<file path="config.mk">
export PLATFORM = sky130hd
export DESIGN_NAME = cdu_increment_arbiter
export DESIGN_NICKNAME = d
export VERILOG_FILES = /design/src/rtl/cdu_pkg.sv /design/src/rtl/cdu_chan_backlog.sv /design/src/rtl/cdu_increment_arbiter.sv
export SDC_FILE = /design/constraint.sdc
export NUM_CORES = 1
export LEC_CHECK = 0
export ABC_AREA = 0
export ABC_CLOCK_PERIOD_IN_PS = 4700
export BUFFER_PORTS_ARGS = -buffer_cell sky130_fd_sc_hd__buf_2
export CORE_MARGIN = 8
export CORE_UTILIZATION = 55
export CTS_BUF_LIST = sky130_fd_sc_hd__clkbuf_2 sky130_fd_sc_hd__clkbuf_4 sky130_fd_sc_hd__clkbuf_8
export CTS_CLUSTER_DIAMETER = 120
export DETAILED_ROUTE_END_ITERATION = 8
export PLACE_DENSITY = 0.77
export SLEW_MARGIN = 20
export SYNTH_ARGS = -nofsm -noshare
export SYNTH_HDL_FRONTEND = slang
export SYNTH_SLANG_ARGS = --single-unit
</file>
<file path="constraint.sdc">
create_clock -name CLOCKH -period 4.7 [get_ports CLOCKH]
set_clock_uncertainty 0.05 [all_clocks]
set_input_delay 0.94 -clock CLOCKH [delete_from_list [all_inputs] [get_ports CLOCKH]]
set_output_delay 0.94 -clock CLOCKH [all_outputs]
set_load 0.01 [all_outputs]
</file>
<file path="src/rtl/cdu_pkg.sv">
// Shared types and defaults for the multi-channel CDU increment arbiter.
// Direction constants match the REQ_PLUS encoding seen by the AGC.
package cdu_pkg;

    typedef enum logic [1:0] {
        ST_IDLE = 2'd0,
        ST_REQ  = 2'd1,
        ST_GAP  = 2'd2
    } state_t;

    localparam logic DIR_PLUS  = 1'b1;
    localparam logic DIR_MINUS = 1'b0;

    localparam int NCHAN_DEF   = 3;
    localparam int CW_DEF      = 15;
    localparam int BW_DEF      = 4;
    localparam int MIN_GAP_DEF = 2;

endpackage

</file>
<file path="src/rtl/cdu_chan_backlog.sv">
// One gimbal channel: signed increment backlog, mirrored angle counter and
// sticky saturation flag. Zero command overrides strobe and ack effects.
module cdu_chan_backlog
    import cdu_pkg::*;
#(
    parameter int CW = CW_DEF,
    parameter int BW = BW_DEF
) (
    input  logic                 i_clk,
    input  logic                 i_rst,
    input  logic                 i_strobe,
    input  logic                 i_up,
    input  logic                 i_dn,
    input  logic                 i_zero,
    input  logic                 i_ack,
    input  logic                 i_ack_plus,
    output logic signed [BW-1:0] o_backlog,
    output logic [CW-1:0]        o_angle,
    output logic                 o_ovf
);

    localparam logic signed [BW+1:0] MAX  = (BW+2)'((1 << (BW-1)) - 1);
    localparam logic signed [BW+1:0] ONE  = {{(BW+1){1'b0}}, 1'b1};
    localparam logic signed [BW+1:0] MONE = '1;

    logic signed [BW-1:0] r_backlog;
    logic [CW-1:0]        r_angle;
    logic                 r_ovf;

    logic signed [BW+1:0] w_ext;
    logic signed [BW+1:0] w_ds;
    logic signed [BW+1:0] w_da;
    logic signed [BW+1:0] w_full;
    logic signed [BW+1:0] w_ack_only;
    logic                 w_full_ok;
    logic                 w_ack_ok;
    logic signed [BW-1:0] w_next;

    // Strobe and ack deltas are summed so a same-cycle UP and ACK(+) net out.
    always_comb begin
        w_ds = '0;
        w_da = '0;
        if (i_strobe && i_up && !i_dn) begin
            w_ds = ONE;
        end else if (i_strobe && i_dn && !i_up) begin
            w_ds = MONE;
        end
        if (i_ack) begin
            w_da = (i_ack_plus == DIR_PLUS) ? MONE : ONE;
        end
        w_ext      = {{2{r_backlog[BW-1]}}, r_backlog};
        w_full     = w_ext + w_ds + w_da;
        w_ack_only = w_ext + w_da;
        w_full_ok  = (w_full <= MAX) && (w_full >= -MAX);
        w_ack_ok   = (w_ack_only <= MAX) && (w_ack_only >= -MAX);
        if (w_full_ok) begin
            w_next = w_full[BW-1:0];
        end else if (w_ack_ok) begin
            w_next = w_ack_only[BW-1:0];
        end else begin
            w_next = r_backlog;
        end
    end

    always_ff @(posedge i_clk) begin
        if (i_rst || i_zero) begin
            r_backlog <= '0;
            r_angle   <= '0;
            r_ovf     <= 1'b0;
        end else begin
            r_backlog <= w_next;
            if (i_ack) begin
                r_angle <= (i_ack_plus == DIR_PLUS) ? r_angle + 1'b1 : r_angle - 1'b1;
            end
            if (!w_full_ok) begin
                r_ovf <= 1'b1;
            end
        end
    end

    assign o_backlog = r_backlog;
    assign o_angle   = r_angle;
    assign o_ovf     = r_ovf;

endmodule

</file>
<file path="src/rtl/cdu_increment_arbiter.sv">
// Round-robin arbiter draining per-channel CDU backlogs to the AGC as
// PCDU/MCDU increment requests over REQ/ACK, with an enforced post-ACK gap.
module cdu_increment_arbiter
    import cdu_pkg::*;
#(
    parameter int NCHAN   = NCHAN_DEF,
    parameter int CW      = CW_DEF,
    parameter int BW      = BW_DEF,
    parameter int MIN_GAP = MIN_GAP_DEF,
    localparam int CHW    = (NCHAN > 1) ? $clog2(NCHAN) : 1,
    localparam int GW     = (MIN_GAP > 1) ? $clog2(MIN_GAP) : 1
) (
    input  logic                  CLOCKH,
    input  logic                  rst,
    input  logic                  STROBE,
    input  logic [NCHAN-1:0]      UPLVL,
    input  logic [NCHAN-1:0]      DNLVL,
    input  logic [NCHAN-1:0]      CDUZ,
    output logic                  REQ,
    output logic [CHW-1:0]        REQ_CH,
    output logic                  REQ_PLUS,
    input  logic                  ACK,
    output logic [NCHAN*CW-1:0]   ANGLE,
    output logic [NCHAN-1:0]      OVF,
    output state_t                o_dbg_state,
    output logic [NCHAN*BW-1:0]   o_dbg_backlog
);

    // Handshake: REQ_CH/REQ_PLUS are stable while REQ=1; a cycle with REQ=1 and
    // ACK=1 completes one increment. ACK with REQ=0 has no effect.

    state_t           r_state;
    state_t           w_state_nx;
    logic [CHW-1:0]   r_req_ch;
    logic [CHW-1:0]   w_req_ch_nx;
    logic             r_req_plus;
    logic             w_req_plus_nx;
    logic [CHW-1:0]   r_rr;
    logic [CHW-1:0]   w_rr_nx;
    logic [GW-1:0]    r_gap;
    logic [GW-1:0]    w_gap_nx;
    logic [NCHAN-1:0] w_ack_hit;
    logic [NCHAN-1:0] w_elig;
    logic [NCHAN-1:0] w_bl_pos;
    logic             w_any;
    logic [CHW-1:0]   w_win;

    for (genvar g = 0; g < NCHAN; g++) begin : g_chan
        logic signed [BW-1:0] w_backlog;

        cdu_chan_backlog #(.CW(CW), .BW(BW)) u_chan (
            .i_clk      (CLOCKH),
            .i_rst      (rst),
            .i_strobe   (STROBE),
            .i_up       (UPLVL[g]),
            .i_dn       (DNLVL[g]),
            .i_zero     (CDUZ[g]),
            .i_ack      (w_ack_hit[g]),
            .i_ack_plus (r_req_plus),
            .o_backlog  (w_backlog),
            .o_angle    (ANGLE[g*CW +: CW]),
            .o_ovf      (OVF[g])
        );

        assign w_elig[g]                 = (w_backlog != '0) && !CDUZ[g];
        assign w_bl_pos[g]               = (w_backlog != '0) && !w_backlog[BW-1];
        assign o_dbg_backlog[g*BW +: BW] = w_backlog;
    end

    // Scan from the highest offset down so the lowest offset from r_rr wins.
    always_comb begin
        w_any = 1'b0;
        w_win = '0;
        for (int off = NCHAN - 1; off >= 0; off--) begin
            if (w_elig[(int'(r_rr) + off) % NCHAN]) begin
                w_any = 1'b1;
                w_win = CHW'((int'(r_rr) + off) % NCHAN);
            end
        end
    end

    always_comb begin
        w_state_nx    = r_state;
        w_req_ch_nx   = r_req_ch;
        w_req_plus_nx = r_req_plus;
        w_rr_nx       = r_rr;
        w_gap_nx      = r_gap;
        w_ack_hit     = '0;
        case (r_state)
            ST_IDLE: begin
                if (w_any) begin
                    w_state_nx    = ST_REQ;
                    w_req_ch_nx   = w_win;
                    w_req_plus_nx = w_bl_pos[w_win];
                end
            end
            ST_REQ: begin
                if (CDUZ[r_req_ch]) begin
                    w_state_nx = ST_IDLE;
                end else if (ACK) begin
                    w_ack_hit[r_req_ch] = 1'b1;
                    w_rr_nx  = (r_req_ch == CHW'(NCHAN - 1)) ? '0 : r_req_ch + 1'b1;
                    w_gap_nx = '0;
                    w_state_nx = (MIN_GAP == 0) ? ST_IDLE : ST_GAP;
                end
            end
            ST_GAP: begin
                if (r_gap >= GW'(MIN_GAP - 1)) begin
                    w_state_nx = ST_IDLE;
                end else begin
                    w_gap_nx = r_gap + 1'b1;
                end
            end
            default: w_state_nx = ST_IDLE;
        endcase
    end

    always_ff @(posedge CLOCKH) begin
        if (rst) begin
            r_state    <= ST_IDLE;
            r_req_ch   <= '0;
            r_req_plus <= 1'b0;
            r_rr       <= '0;
            r_gap      <= '0;
        end else begin
            r_state    <= w_state_nx;
            r_req_ch   <= w_req_ch_nx;
            r_req_plus <= w_req_plus_nx;
            r_rr       <= w_rr_nx;
            r_gap      <= w_gap_nx;
        end
    end

    assign REQ         = (r_state == ST_REQ);
    assign REQ_CH      = r_req_ch;
    assign REQ_PLUS    = r_req_plus;
    assign o_dbg_state = r_state;

endmodule

</file>
# --- Word-level counts from Yosys, hierarchy flattened ---
# Index checks and enable logic that the tools add are counted.
word_totals:
  out_inout_bits: 66
  regBits: 68
  word_cells: 170
  inputBits: 13
op_classes:
  order_cmp: 19
  n_eq_ne: 9
  mux: 53
  n_reduce_logical: 52
  div_mod_pow: 3
  n_bitwise: 1
  addsub: 19
ops:
  columns: ["operator", "n"]
  rows:
  - ["$lt A32 B4 Y1 const B", 3]
  - ["$mod A32 B3 Y32 const B", 2]
  - ["$mux W6", 10]
  - ["$add A15 B1 Y15 const B", 3]
  - ["$mux W15", 3]
  - ["$sub A15 B1 Y15 const B", 3]
  - ["$add A4 B6 Y6", 6]
  - ["$ge A6 B4 Y1 const B", 6]
  - ["$le A6 B4 Y1 const B", 6]
  - ["$mod A3 B3 Y32 const B", 1]
  - ["$logic_and A1 B1 Y1", 25]
  - ["$mux W4", 6]
  - ["$add A6 B6 Y6", 3]
  - ["$mux W2", 8]
  - ["$mux W1", 15]
  - ["$logic_not A1 Y1", 12]
  - ["$reduce_bool A4 Y1", 3]
  - ["$bmux W1 S2", 5]
  - ["$mux W3", 3]
  - ["$ne A2 B2 Y1 const B", 4]
  - ["$reduce_bool A2 Y1", 4]
  - ["$lt A2 B3 Y1 const B", 2]
  - ["$pmux W2 S3", 1]
  - ["$reduce_and A3 Y1", 2]
  - ["other kinds (17)", 20]

# --- Depth between registers and ports, before layout ---
logic_depth:
  word_depth: 13
  depth_mapped: 15
  ltp_nobuf: 14

# --- Hierarchy ---
# A second synthesis with hierarchy kept.
hier_totals:
  hier_cells: 715
  hier_area_um2: 6132.1
modules_own_cells:
  columns: ["module", "area_per_inst_um2", "instances", "seq_area_each_um2", "cells_each"]
  rows:
  - ["cdu_chan_backlog at g_chan[1].u_chan ...", 1809.2, 2, 400.4, 208]
  - ["cdu_chan_backlog at g_chan[0].u_chan", 1866.8, 1, 400.4, 213]
  - ["cdu_increment_arbiter", 646.9, 1, 160.2, 86]

# --- Worst setup path before layout ---
# OpenSTA, ideal clock, no wires.
synth_path:
  path_kind: "input to register"
  start: "input ACK"
  end: "register g_chan[2].u_chan.r_backlog[2]"
  setup_ns: 0.116
  arrival_time_ns: 4.105
  slack_ns: 0.429
  t_required_ns: 4.534
  path_stages: 12
  n_path_buf: 1
  cell_sequence: "and4bb_2 nand2_1 clkinv_1 clkbuf_1 fa_1 ha_1 fa_1 or3_1 o211ai_1 mux2_2 mux2_2 a31o_2"
synth_via:
  elab_chain_len: 8
  word_cells_on_any_way: 15
  cone_classes: "2 x add/sub; 4 x order compare; 6 x mux; 3 x reduce/logical"
synth_lines:
  columns: ["element", "line", "rtl"]
  rows:
  - ["start: declaration", "cdu_increment_arbiter.sv:22", "input logic ACK,"]
  - ["$mux W3 (*)", "cdu_increment_arbiter.sv:100", "end else if (ACK) begin"]
  - ["$mux W3 (*)", "cdu_increment_arbiter.sv:98", "if (CDUZ[r_req_ch]) begin"]
  - ["$mux W3 (*)", "cdu_increment_arbiter.sv:89", "case (r_state)"]
  - ["$mux W6 (*)", "cdu_chan_backlog.sv:48", "if (i_ack) begin"]
  - ["$add A6 B6 Y6 / $add A4 B6 Y6 (equally long branches)", "cdu_chan_backlog.sv:52, cdu_chan_backlog.sv:53", null]
  - ["$le A6 B4 Y1 (tied with other cells)", "cdu_chan_backlog.sv:54", "w_full_ok = (w_full <= MAX) && (w_full >= -MAX);"]
  - ["$logic_and A1 B1 Y1 (on tied branches)", "cdu_chan_backlog.sv:54, cdu_chan_backlog.sv:55", null]
  - ["$mux W4 / $reduce_bool A2 Y1 (equally long branches)", null, null]
  - ["end signal: assignment", "cdu_chan_backlog.sv:71", "r_backlog <= w_next;"]
  - ["end: declaration", "cdu_chan_backlog.sv:26", "logic signed [BW-1:0] r_backlog;"]
# Every way passes the cells marked *; elsewhere a longest branch is shown, timed or not. The select of a mux whose other input is x is not followed.
# A chain may end at the register's enable or synchronous reset.

# --- Worst setup path after layout ---
layout_path:
  start: "input CDUZ[1]"
  end: "register g_chan[1].u_chan.r_backlog[2]"
layout_via:
  elab_chain_len: 9
  word_cells_on_any_way: 17
  cone_classes: "2 x add/sub; 4 x order compare; 7 x mux; 4 x reduce/logical"
layout_lines:
  columns: ["element", "line", "rtl"]
  rows:
  - ["start: declaration", "cdu_increment_arbiter.sv:18", "input logic [NCHAN-1:0] CDUZ,"]
  - ["$bmux W1 S2", "cdu_increment_arbiter.sv:98", null]
  - ["$mux W1 (implied by the code)", "cdu_increment_arbiter.sv:98", null]
  - ["$mux W3", "cdu_increment_arbiter.sv:98", null]
  - ["$mux W3", "cdu_increment_arbiter.sv:89", null]
  - ["$mux W6", "cdu_chan_backlog.sv:48", null]
  - ["$add A6 B6 Y6 / $add A4 B6 Y6 (equally long branches)", "cdu_chan_backlog.sv:52, cdu_chan_backlog.sv:53", null]
  - ["$le A6 B4 Y1 (tied with other cells)", "cdu_chan_backlog.sv:54", null]
  - ["$logic_and A1 B1 Y1 (on tied branches)", "cdu_chan_backlog.sv:54, cdu_chan_backlog.sv:55", null]
  - ["$mux W4 / $reduce_bool A2 Y1 (equally long branches)", null, null]
  - ["end signal: assignment", "cdu_chan_backlog.sv:71", null]
  - ["end: declaration", "cdu_chan_backlog.sv:26", null]
# Several ways; a longest one is shown, not always the timed one. The select of a mux whose other input is x is not followed.

==> flow_summary.ini <==
[route]
via_per_inst = 6.01
highest_layer = met4
ant_nets = 0
wl_per_cell_um = 15.6
drt_iter0_markers = 273
via_count = 5760
drt-total-wl_um = 15000
drt_first_pass_iters = 4
routed-wl-met3_um = 830
wl_met2_um = 7160
met1_length_um = 6710
drc = 0

[cells_and_area]
fillers = 951
area_growth_pct = 11.6
fin_area_mm2 = 0.00665
n_antenna_cell = 0
finalNetCount = 904
regArea_mm2 = 0.00136
drive_gt1_frac = 0.162
multi_input_area_mm2 = 0.00439

[die]
num_io_pins = 79
std_cell_rows = 38
core_area_mm2 = 0.0107
die_area_mm2 = 0.0144
initial_core_util = 0.557
die_height_um = 120
chipWidth_um = 120

[synth]
synth_cell_type_count = 61
ys_seq_area_frac = 0.229
synthTopCellsByArea = dfxtp_1 (23%), ha_1 (14%), a21oi_1 (5.8%)
synthMuxAreaShare = 0.0370
synth_ff_type = dfxtp_1
synth_most_common_cell = a21oi_1
syn_avg_cell_area_um2 = 7.95
synth_fa_ha_area_frac = 0.176
synth_simple_gate_area_frac = 0.222
syn_inst = 749
syn_nets = 839
synth_top_family_by_area = compound AO/OA/AOI/OAI gates
syn_area_mm2 = 0.00596
yosysWarnings = 0
synth_edf_count = 0
synth_xor_area_frac = 0.0691
yosys.area.top_type = dfxtp_1
synthTopCellsByCount = a21oi_1 (69), dfxtp_1 (68), ha_1 (68)
async_flop_share = 0
synth-seq-cells = 68
synth_compound_area_frac = 0.232
synth_top_area_share = 0.229

[clock_tree]
post_cts_buffers = 0
postCtsHoldBufs = 0
cts_tree = yes
path_clk_slew_ns = 0.08
htree_levels = 3
cts-buffers-inserted = 9
cts_root_buffer = clkbuf_8
cts.path.max_buffers = 2
clk_latency_ns = 0.37
ctsResizeCount = 0
cts.sinks = 68

[setup_path]
startpoint_type = primary input
r2r_cells = 12
crit_family = compound AO/OA/AOI/OAI gates
crit_slowest_cell = a2111oi_0
worst-setup-path-type = primary input to register
worst-path-max-fanout = 7
path_buf_inv = 1
required_ns = 4.94
crit_arrival_ns = 4.34
timing.rr.end = g_chan[1].u_chan.o_backlog[2]$_SDFFE_PP0P_
rr_startpoint = REQ_PLUS$_SDFFE_PP0P_
worstPathCellList = buf_2, or3b_1, nor3_1, xnor2_1, ha_1, ha_1, fa_1, a2111oi_0, a21oi_1, and2_1, a21oi_1, nor2_1, a211oi_1
critPathMaxStageDelay_ns = 0.44
critPathCaptureType = register
r2r_slack_ns = 0.76

[hold_path]
min_path_type = register to register
hp-start = g_chan[2].u_chan.o_angle[7]$_SDFFE_PP0N_
holdPathStages = 2
min_to = g_chan[2].u_chan.o_angle[7]$_SDFFE_PP0N_

[pwr]
leakage_nw = 3.04
powerDensity_mw_per_mm2 = 233
ir_drop_mv = 0.179
total_power_w = 0.00155

[global_routing]
grt_antenna_before_repair = 0
track_usage = 0.210
grt_max_degree = 47
grt_pass1_wl_um = 25400
grt_overflow = 0
grt_pass1_vias = 5461

[sta]
tns_ns = 0
hold_ws_ns = 0.418
report.final.hold_viol_count = 0
layout_setup_ws_ns = 0.599
min_period_ns = 4.10
maxSlewViolCount = 0
max_slew_margin = 0.444
tightest_slew_ns = 0.831
setup_viol = 0
fin_crit_sh = 0.873
rsz0062_at_grt = no
max_freq_mhz = 244

[job]
maxCapViolCount = 0

[placement]
port_buffers = 78
dp_hpwl_um = 11100
pre_cts_ws_ns = 0.247
gp_congestion = 0.920
place_area_mm2 = 0.00645

[outcome]
status = complete, no violations
[flip-flops by register name, indices dropped and copies added, names as in the netlist]
signal / flops
g_chan.u_chan.o_ovf: 3
r_rr: 2
o_dbg_state: 2
REQ_CH: 2
g_chan.u_chan.o_backlog: 12
REQ_PLUS: 1
g_chan.u_chan.o_angle: 45
r_gap: 1
[routing by layer]
layer / vias to the layer above / GRT usage
li1: 2894 / -
met1: 2689 / 0.255
met2: 148 / 0.356
met3: 29 / 0.0409
met4: 0 / 0.0882
met5: - / 0
[placed cells by master, fill, tap and decap left out, drive strengths merged, types with 14 or more instances in the layout]
| cell type | n |
|---|---|
| a211oi | 18 |
| a21o | 20 |
| a21oi | 69 |
| buf | 87 |
| dfxtp | 68 |
| ha | 68 |
| inv | 15 |
| nand2 | 67 |
| nand3 | 38 |
| nor2 | 64 |
| nor3 | 23 |
| o21a | 17 |
| o21ai | 33 |
| or2 | 14 |
| xnor2 | 35 |
[worst reg2reg max path, cell delays in order, from the launching register on]
cell       delay, ns
dfxtp_1         0.68
clkinv_1        0.18
nor3_1          0.33
xnor2_1         0.23
ha_1            0.31
ha_1            0.23
fa_1            0.42
a2111oi_0       0.45
a21oi_1         0.10
and2_1          0.19
a21oi_1         0.41
nor2_1          0.09
a211oi_1        0.21
[power by group]
part | total [W] | internal, W | switching (W)
combinational | 0.000429 | 0.000181 | 0.000248
sequential | 0.000608 | 0.000586 | 0.0000220
clock | 0.000512 | 0.000247 | 0.000266
[area by class of cell]
cell class              instances  area share
flip-flops and latches         68       0.205
multi-input cells             630       0.660
clock inverters                 7      0.0113
repair buffers                 87      0.0689
well taps                     140      0.0263
clock buffers                   9      0.0186
inverters                      18      0.0102
[cell families after synthesis]
family	Yosys count
buf+inv	51
fa+ha+maj	79
xor+xnor	47
simple gates	270
mux	21
compound gates	213
flops	68
[stage by stage]
step	instances	utilization
2_1_floorplan	749	-
3_3_place_gp	943	0.603
3_5_place_dp	943	0.603
4_1_cts	959	0.622
5_1_grt	959	0.622
6_report	959	0.622
[how the worst max path moves through the flow]
stage	end	from	depth (start not counted)	slack (ns)
floorplan	g_chan[2].u_chan.o_backlog[2]$_SDFFE_PP0P_	ACK	12	0.43
global placement	g_chan[1].u_chan.o_backlog[2]$_SDFFE_PP0P_	CDUZ[1]	13	0.42
detailed placement	g_chan[1].u_chan.o_backlog[2]$_SDFFE_PP0P_	CDUZ[1]	13	0.25
CTS	g_chan[1].u_chan.o_backlog[2]$_SDFFE_PP0P_	CDUZ[1]	13	0.65
global route	g_chan[1].u_chan.o_backlog[0]$_SDFFE_PP0P_	CDUZ[1]	13	0.39
finish	g_chan[1].u_chan.o_backlog[2]$_SDFFE_PP0P_	CDUZ[1]	13	0.60
Power figures use the tool's default switching activity.
